## src/rtl/inst_tx2pcm_ser.sv

```systemverilog
// inst_tx2pcm_ser: buffers wide instruction frames and serializes each one,
// most significant word first, onto a valid/ready word stream with sof/eof.
module inst_tx2pcm_ser #(
    parameter int U_DLY   = 1,
    parameter int FRAME_W = 512,
    parameter int WORD_W  = 8,
    parameter int DEPTH   = 2
) (
    input  logic               clk_sys,
    input  logic               rst,
    input  logic [15:0]        cfg_ins_length,
    input  logic [FRAME_W-1:0] pcm_inst_data,
    input  logic               pcm_inst_data_valid,
    output logic               pcm_inst_full,
    output logic               pcm_inst_ovf,
    output logic [WORD_W-1:0]  pcm_tx_data,
    output logic               pcm_tx_data_valid,
    input  logic               pcm_tx_data_ready,
    output logic               pcm_tx_sof,
    output logic               pcm_tx_eof,
    output logic               pcm_tx_busy
);

    localparam int unsigned N_WORDS = FRAME_W / WORD_W;
    localparam int unsigned PTR_W   = $clog2(DEPTH);
    localparam int unsigned LVL_W   = $clog2(DEPTH + 1);
    localparam int unsigned CNT_W   = $clog2(N_WORDS + 1);

    // Reject parameter sets the pointer arithmetic and word slicing cannot support
    if ((FRAME_W % WORD_W) != 0 || FRAME_W <= WORD_W || DEPTH < 2 ||
        (DEPTH & (DEPTH - 1)) != 0 || U_DLY < 0) begin : g_param_check
        $error("inst_tx2pcm_ser: illegal parameter set");
    end

    typedef enum logic [1:0] {
        ST_IDLE = 2'd0,
        ST_LOAD = 2'd1,
        ST_SEND = 2'd2
    } state_t;

    state_t               state_q;
    logic [FRAME_W-1:0]   mem_q [DEPTH];
    logic [PTR_W-1:0]     wr_ptr_q;
    logic [PTR_W-1:0]     rd_ptr_q;
    logic [LVL_W-1:0]     level_q;
    logic [LVL_W-1:0]     level_d;
    logic                 full_q;
    logic                 full_d;
    logic                 ovf_q;
    logic [FRAME_W-1:0]   shift_q;
    logic [CNT_W-1:0]     len_q;
    logic [CNT_W-1:0]     cnt_q;
    logic                 valid_q;
    logic                 sof_q;
    logic                 eof_q;
    logic                 busy_q;
    logic                 push_c;
    logic                 pop_c;
    logic [CNT_W-1:0]     eff_len_c;

    // Buffer push/pop decisions and next fill level
    always_comb begin
        push_c  = pcm_inst_data_valid && !full_q;
        pop_c   = (state_q == ST_LOAD);
        level_d = level_q;
        if (push_c && !pop_c) begin
            level_d = level_q + LVL_W'(1);
        end else if (!push_c && pop_c) begin
            level_d = level_q - LVL_W'(1);
        end
        full_d = (level_d == LVL_W'(DEPTH));
    end

    // Out-of-range lengths (zero or larger than a frame) fall back to a full frame
    always_comb begin
        eff_len_c = CNT_W'(N_WORDS);
        if (cfg_ins_length != 16'd0 && 32'(cfg_ins_length) <= N_WORDS) begin
            eff_len_c = CNT_W'(cfg_ins_length);
        end
    end

    // Frame storage; contents are don't-care until written, so no reset
    always_ff @(posedge clk_sys) begin
        if (push_c) begin
            mem_q[wr_ptr_q] <= pcm_inst_data;
        end
    end

    // Buffer pointers, level, full flag and overflow pulse
    always_ff @(posedge clk_sys or posedge rst) begin
        if (rst) begin
            wr_ptr_q <= '0;
            rd_ptr_q <= '0;
            level_q  <= '0;
            full_q   <= 1'b0;
            ovf_q    <= 1'b0;
        end else begin
            if (push_c) begin
                wr_ptr_q <= wr_ptr_q + PTR_W'(1);
            end
            if (pop_c) begin
                rd_ptr_q <= rd_ptr_q + PTR_W'(1);
            end
            level_q <= level_d;
            full_q  <= full_d;
            // A strobe while full is dropped even if a pop frees a slot on this edge
            ovf_q   <= pcm_inst_data_valid && full_q;
        end
    end

    // Serializer FSM with registered stream outputs
    always_ff @(posedge clk_sys or posedge rst) begin
        if (rst) begin
            state_q <= ST_IDLE;
            shift_q <= '0;
            len_q   <= '0;
            cnt_q   <= '0;
            valid_q <= 1'b0;
            sof_q   <= 1'b0;
            eof_q   <= 1'b0;
            busy_q  <= 1'b0;
        end else begin
            case (state_q)
                ST_IDLE: begin
                    if (level_q != '0) begin
                        state_q <= ST_LOAD;
                        busy_q  <= 1'b1;
                    end
                end
                ST_LOAD: begin
                    shift_q <= mem_q[rd_ptr_q];
                    len_q   <= eff_len_c;
                    cnt_q   <= '0;
                    valid_q <= 1'b1;
                    sof_q   <= 1'b1;
                    eof_q   <= (eff_len_c == CNT_W'(1));
                    state_q <= ST_SEND;
                end
                ST_SEND: begin
                    if (pcm_tx_data_ready) begin
                        shift_q <= shift_q << WORD_W;
                        cnt_q   <= cnt_q + CNT_W'(1);
                        sof_q   <= 1'b0;
                        if (eof_q) begin
                            valid_q <= 1'b0;
                            eof_q   <= 1'b0;
                            if (level_q != '0) begin
                                state_q <= ST_LOAD;
                            end else begin
                                state_q <= ST_IDLE;
                                busy_q  <= 1'b0;
                            end
                        end else begin
                            // Next word is the last one when cnt+1 == len-1
                            eof_q <= ((cnt_q + CNT_W'(2)) == len_q);
                        end
                    end
                end
                default: begin
                    state_q <= ST_IDLE;
                    valid_q <= 1'b0;
                    sof_q   <= 1'b0;
                    eof_q   <= 1'b0;
                    busy_q  <= 1'b0;
                end
            endcase
        end
    end

    assign pcm_tx_data       = shift_q[FRAME_W-1 -: WORD_W];
    assign pcm_tx_data_valid = valid_q;
    assign pcm_tx_sof        = sof_q;
    assign pcm_tx_eof        = eof_q;
    assign pcm_tx_busy       = busy_q;
    assign pcm_inst_full     = full_q;
    assign pcm_inst_ovf      = ovf_q;

endmodule

```

## config.mk

```make
export PLATFORM = sky130hd
export DESIGN_NAME = inst_tx2pcm_ser
export DESIGN_NICKNAME = d
export VERILOG_FILES = /design/src/rtl/inst_tx2pcm_ser.sv
export SDC_FILE = /design/constraint.sdc
export NUM_CORES = 2
export LEC_CHECK = 0
export ABC_CLOCK_PERIOD_IN_PS = 24200
export CORE_ASPECT_RATIO = 2
export CORE_MARGIN = 10
export CORE_UTILIZATION = 52
export DETAILED_ROUTE_END_ITERATION = 7
export GPL_TIMING_DRIVEN = 0
export PLACE_DENSITY = 0.76
export RECOVER_POWER = 50
export SETUP_SLACK_MARGIN = 0.05
export SLEW_MARGIN = 20
export SYNTH_ARGS = -nofsm -noshare
export SYNTH_HDL_FRONTEND = slang
export SYNTH_SLANG_ARGS = --single-unit
export TNS_END_PERCENT = 5
```

## constraint.sdc

```tcl
create_clock -name clk_sys -period 24.2 [get_ports clk_sys]
set_clock_uncertainty 0.05 [all_clocks]
set_input_delay 4.84 -clock clk_sys [delete_from_list [all_inputs] [get_ports clk_sys]]
set_output_delay 4.84 -clock clk_sys [all_outputs]
set_load 0.01 [all_outputs]
```

==> flow_metrics.tcl <==
set metrics [dict create \
    outcome "complete, but fails checks" \
    violations "capacitance limit, slew limit" \
    hold_violations 0 \
    crit_slowest_cell "clkbuf_1" \
    ys_types 49 \
    cts_tree "yes" \
    die_area_um2 133000 \
    post_cts_buffers 0 \
    synth_area_um2 61500 \
    cp_top_family "buffers and inverters" \
    r2r-start "pcm_inst_full" \
    critPathMaxStageDelay_ns 4.17 \
    numPortBuffers 544 \
    antenna_found_initial 117 \
    syn_nets 4763 \
    root_buffer "clkbuf_16" \
    synth_area_leader_cell "edfxtp_1" \
    clk_pin_slew_ns 0.06 \
    slew_headroom_pct -289 \
    firstDrtPassIters 5 \
    grt_first_pass_wirelength_mm 239 \
    cap_violations 5 \
    power_leakage_uw 0.0283 \
    synth_common_cells "1024 x edfxtp_1, 538 x dfrtp_1, 504 x mux2i_1" \
    cp_cell_sequence "dlygate4sd3_1 -> clkinvlp_2 -> clkbuf_1" \
    rsz0062_at_grt "false" \
    holdPathStages 2 \
    ys_seq_area_share_pct 71.9 \
    synth_ff_type "edfxtp_1" \
    nets 5499 \
    worstSetupPathType "in2async" \
    cts_num_sinks 1562 \
    synth_edf_count 1024 \
    vias 38100 \
    drive_above_1_share_pct 13.6 \
    final_cell_area_um2 74900 \
    ys_warn_count 0 \
    fmax_ghz 0.0868 \
    grt_pass1_vias 40200 \
    whs_endpoint "shift_q[3]" \
    synthesis.instances 4224 \
    worstSetupStartpointType "primary input" \
    ctsResizeCount 0 \
    synth.most_common_cell "edfxtp_1" \
    hold_start "shift_q[3]" \
    ys_async_sr_fraction_pct 34.4 \
    r2r_cells 9 \
    setup_viol 0 \
    cp_max_fo 101 \
    yosys.area.top_type_share_pct 50.0 \
    core.rowCount 178 \
    grt_use_total_pct 23.4 \
    cts-hold-fix-buffers 0 \
    die-width_um 263 \
    power_density_nw_per_um2 124 \
    worstPathArrival_ns 10.90 \
    syn-mean-instance-area_um2 14.6 \
    worst_pin_slew_ns 5.84 \
    numCtsBuffers 134 \
    met3_length_mm 13.2 \
    cp-end-kind "asynchronous set/reset pin" \
    ys_ff_latch 1562 \
    reg2reg_slack_ns 20.01 \
    ant_nets 0 \
    htreeDepth 4 \
    grt_max_degree 105 \
    place_area_um2 70200 \
    synth_area_leaders "edfxtp_1 50%, dfrtp_1 22%, mux2i_1 8.2%, mux2_2 4.5%, a21oi_1 4.0%" \
    core_um2 118000 \
    chipHeight_um 506 \
    wl_per_cell_um 23.9 \
    ir_drop_mv 0.0912 \
    top_layer "met5" \
    place.gp.congestion 0.917 \
    grt.overflow.total 0 \
    period_share_pct 47.6 \
    setup_slack_ns 12.68 \
    start_util_pct 52.3 \
    cp_num_buf_inv 3 \
    dp_slack_ns 16.38 \
    drc 0 \
    vias_per_cell 5.74 \
    place_hpwl_mm 117 \
    io_pins 546 \
    drt-initial-drc-count 2601 \
    min_path_type "reg2reg" \
    m1WireLength_mm 54.9 \
    r2r_end "mem_q[1][162]" \
    wirelength_mm 159 \
    cp.required_ns 23.58 \
    drv_slew 277 \
    cts.path.max_buffers 3 \
    met2WireLength_mm 83.6 \
    area_growth_syn_to_layout_pct 21.9 \
    min_period_ns 11.52 \
    clkLatencyLatePin_ns 0.75 \
]
-- power breakdown --
group	total [µW]	switching, µW	internal, µW	leakage (µW)
clock	2280	985	1290	0.00233
combinational	2880	1700	1180	0.0101
sequential	4180	460	3720	0.0158
total	9330	3140	6190	0.0283
-- per-layer routing --
layer / up-vias / GRT usage (%)
met5: - / 0
met2: 1408 / 42.5
met4: 110 / 9.50
met3: 488 / 7.30
li1: 17400 / -
met1: 18700 / 24.8
-- worst max path at each step --
stage / startpoint / end / slack [ns] / cells past startpoint
after floorplan: pcm_inst_data_valid / mem_q[0][0] / -3.48 / 3
after global placement: pcm_inst_data_valid / mem_q[1][192] / -16.01 / 4
after detailed placement: pcm_inst_data_valid / mem_q[1][194] / 16.38 / 10
after CTS: pcm_inst_data_valid / mem_q[1][162] / 17.20 / 10
after global routing: rst / shift_q[368] / 11.36 / 3
final: rst / shift_q[362] / 12.68 / 3
-- per-stage QoR --
stage | setup TNS [ns] | cells | power (µW) | util [%] | hold WS, ns
floorplan | -3565.33 | 4224 | 6360 | - | 0.390
global placement | - | 6298 | 7410 | 58.5 | 0.406
detailed placement | 0 | 6354 | 7120 | 59.7 | 0.412
CTS | 0 | 6604 | 9410 | 63.8 | 0.426
global route | 0 | 6609 | 9810 | 63.7 | 0.448
finish | 0 | 6643 | 9330 | 63.7 | 0.422
-- sequential cells by signal, summed over array words and instances (netlist names) --
register / flops
pcm_inst_ovf: 1
cnt_q: 7
pcm_tx_eof: 1
shift_q: 512
pcm_tx_sof: 1
wr_ptr_q: 1
pcm_tx_data_valid: 1
state_q: 2
pcm_tx_busy: 1
pcm_inst_full: 1
len_q: 7
rd_ptr_q: 1
level_q: 2
mem_q: 1024
-- worst reg2reg max path, cell delays in order, from the launching register on --
cell and delay (ns):
dfrtp_1 0.42, nand2b_1 0.16, clkbuf_1 0.17, nor2_1 1.20, clkbuf_1 0.79, buf_12 0.29
buf_12 0.22, buf_16 0.19, buf_16 0.18, buf_12 0.21
-- cells by family after synthesis --
kind of cell / after synthesis / synth area share [%]
AOI/OAI and AO/OA: 1041 / 9.25
xor gates and xnor gates: 15 / 0.214
adders and majority gates: 7 / 0.142
buffers and inverters: 302 / 2.26
DFF: 1562 / 71.9
muxes: 750 / 12.7
and+or+nand+nor: 547 / 3.50
-- cells in the final DEF, fill, tap and decap left out, types with 4 or more instances in the layout --
| master | count |
|---|---|
| a21o_1 | 5 |
| a21oi_1 | 497 |
| a22o_1 | 4 |
| a32o_2 | 5 |
| a32oi_1 | 9 |
| buf_1 | 8 |
| buf_12 | 21 |
| buf_16 | 32 |
| buf_2 | 154 |
| buf_4 | 10 |
| bufinv_16 | 15 |
| clkbuf_1 | 149 |
| clkbuf_16 | 142 |
| clkbuf_8 | 14 |
| clkdlybuf4s50_1 | 29 |
| clkinv_1 | 9 |
| clkinv_2 | 26 |
| clkinv_8 | 6 |
| dfrtp_1 | 538 |
| diode_2 | 39 |
| dlygate4sd3_1 | 515 |
| edfxtp_1 | 1024 |
| ha_1 | 7 |
| inv_1 | 5 |
| inv_6 | 5 |
| mux2_2 | 246 |
| mux2i_1 | 504 |
| nand2_1 | 274 |
| nand2b_1 | 5 |
| nor2_1 | 242 |
| nor3_1 | 5 |
| o21ai_0 | 200 |
| o21ai_1 | 42 |
| o22ai_1 | 260 |
| o31ai_1 | 12 |
| xnor2_1 | 8 |
| xor2_1 | 7 |
-- cell type report --
cell class / instances / area (µm²)
Multi-Input combinational cell: 2360 / 15900
Tap cell: 1530 / 1910
Clock inverter: 71 / 901
Inverter: 7 / 27.5
Antenna cell: 39 / 97.6
Sequential cell: 1562 / 44200
Timing Repair Buffer: 600 / 6760
Clock buffer: 179 / 3830
Fill cell: 8571 / 42700
Buffer: 295 / 1340
No activity file was read; power rests on OpenSTA's default activity.
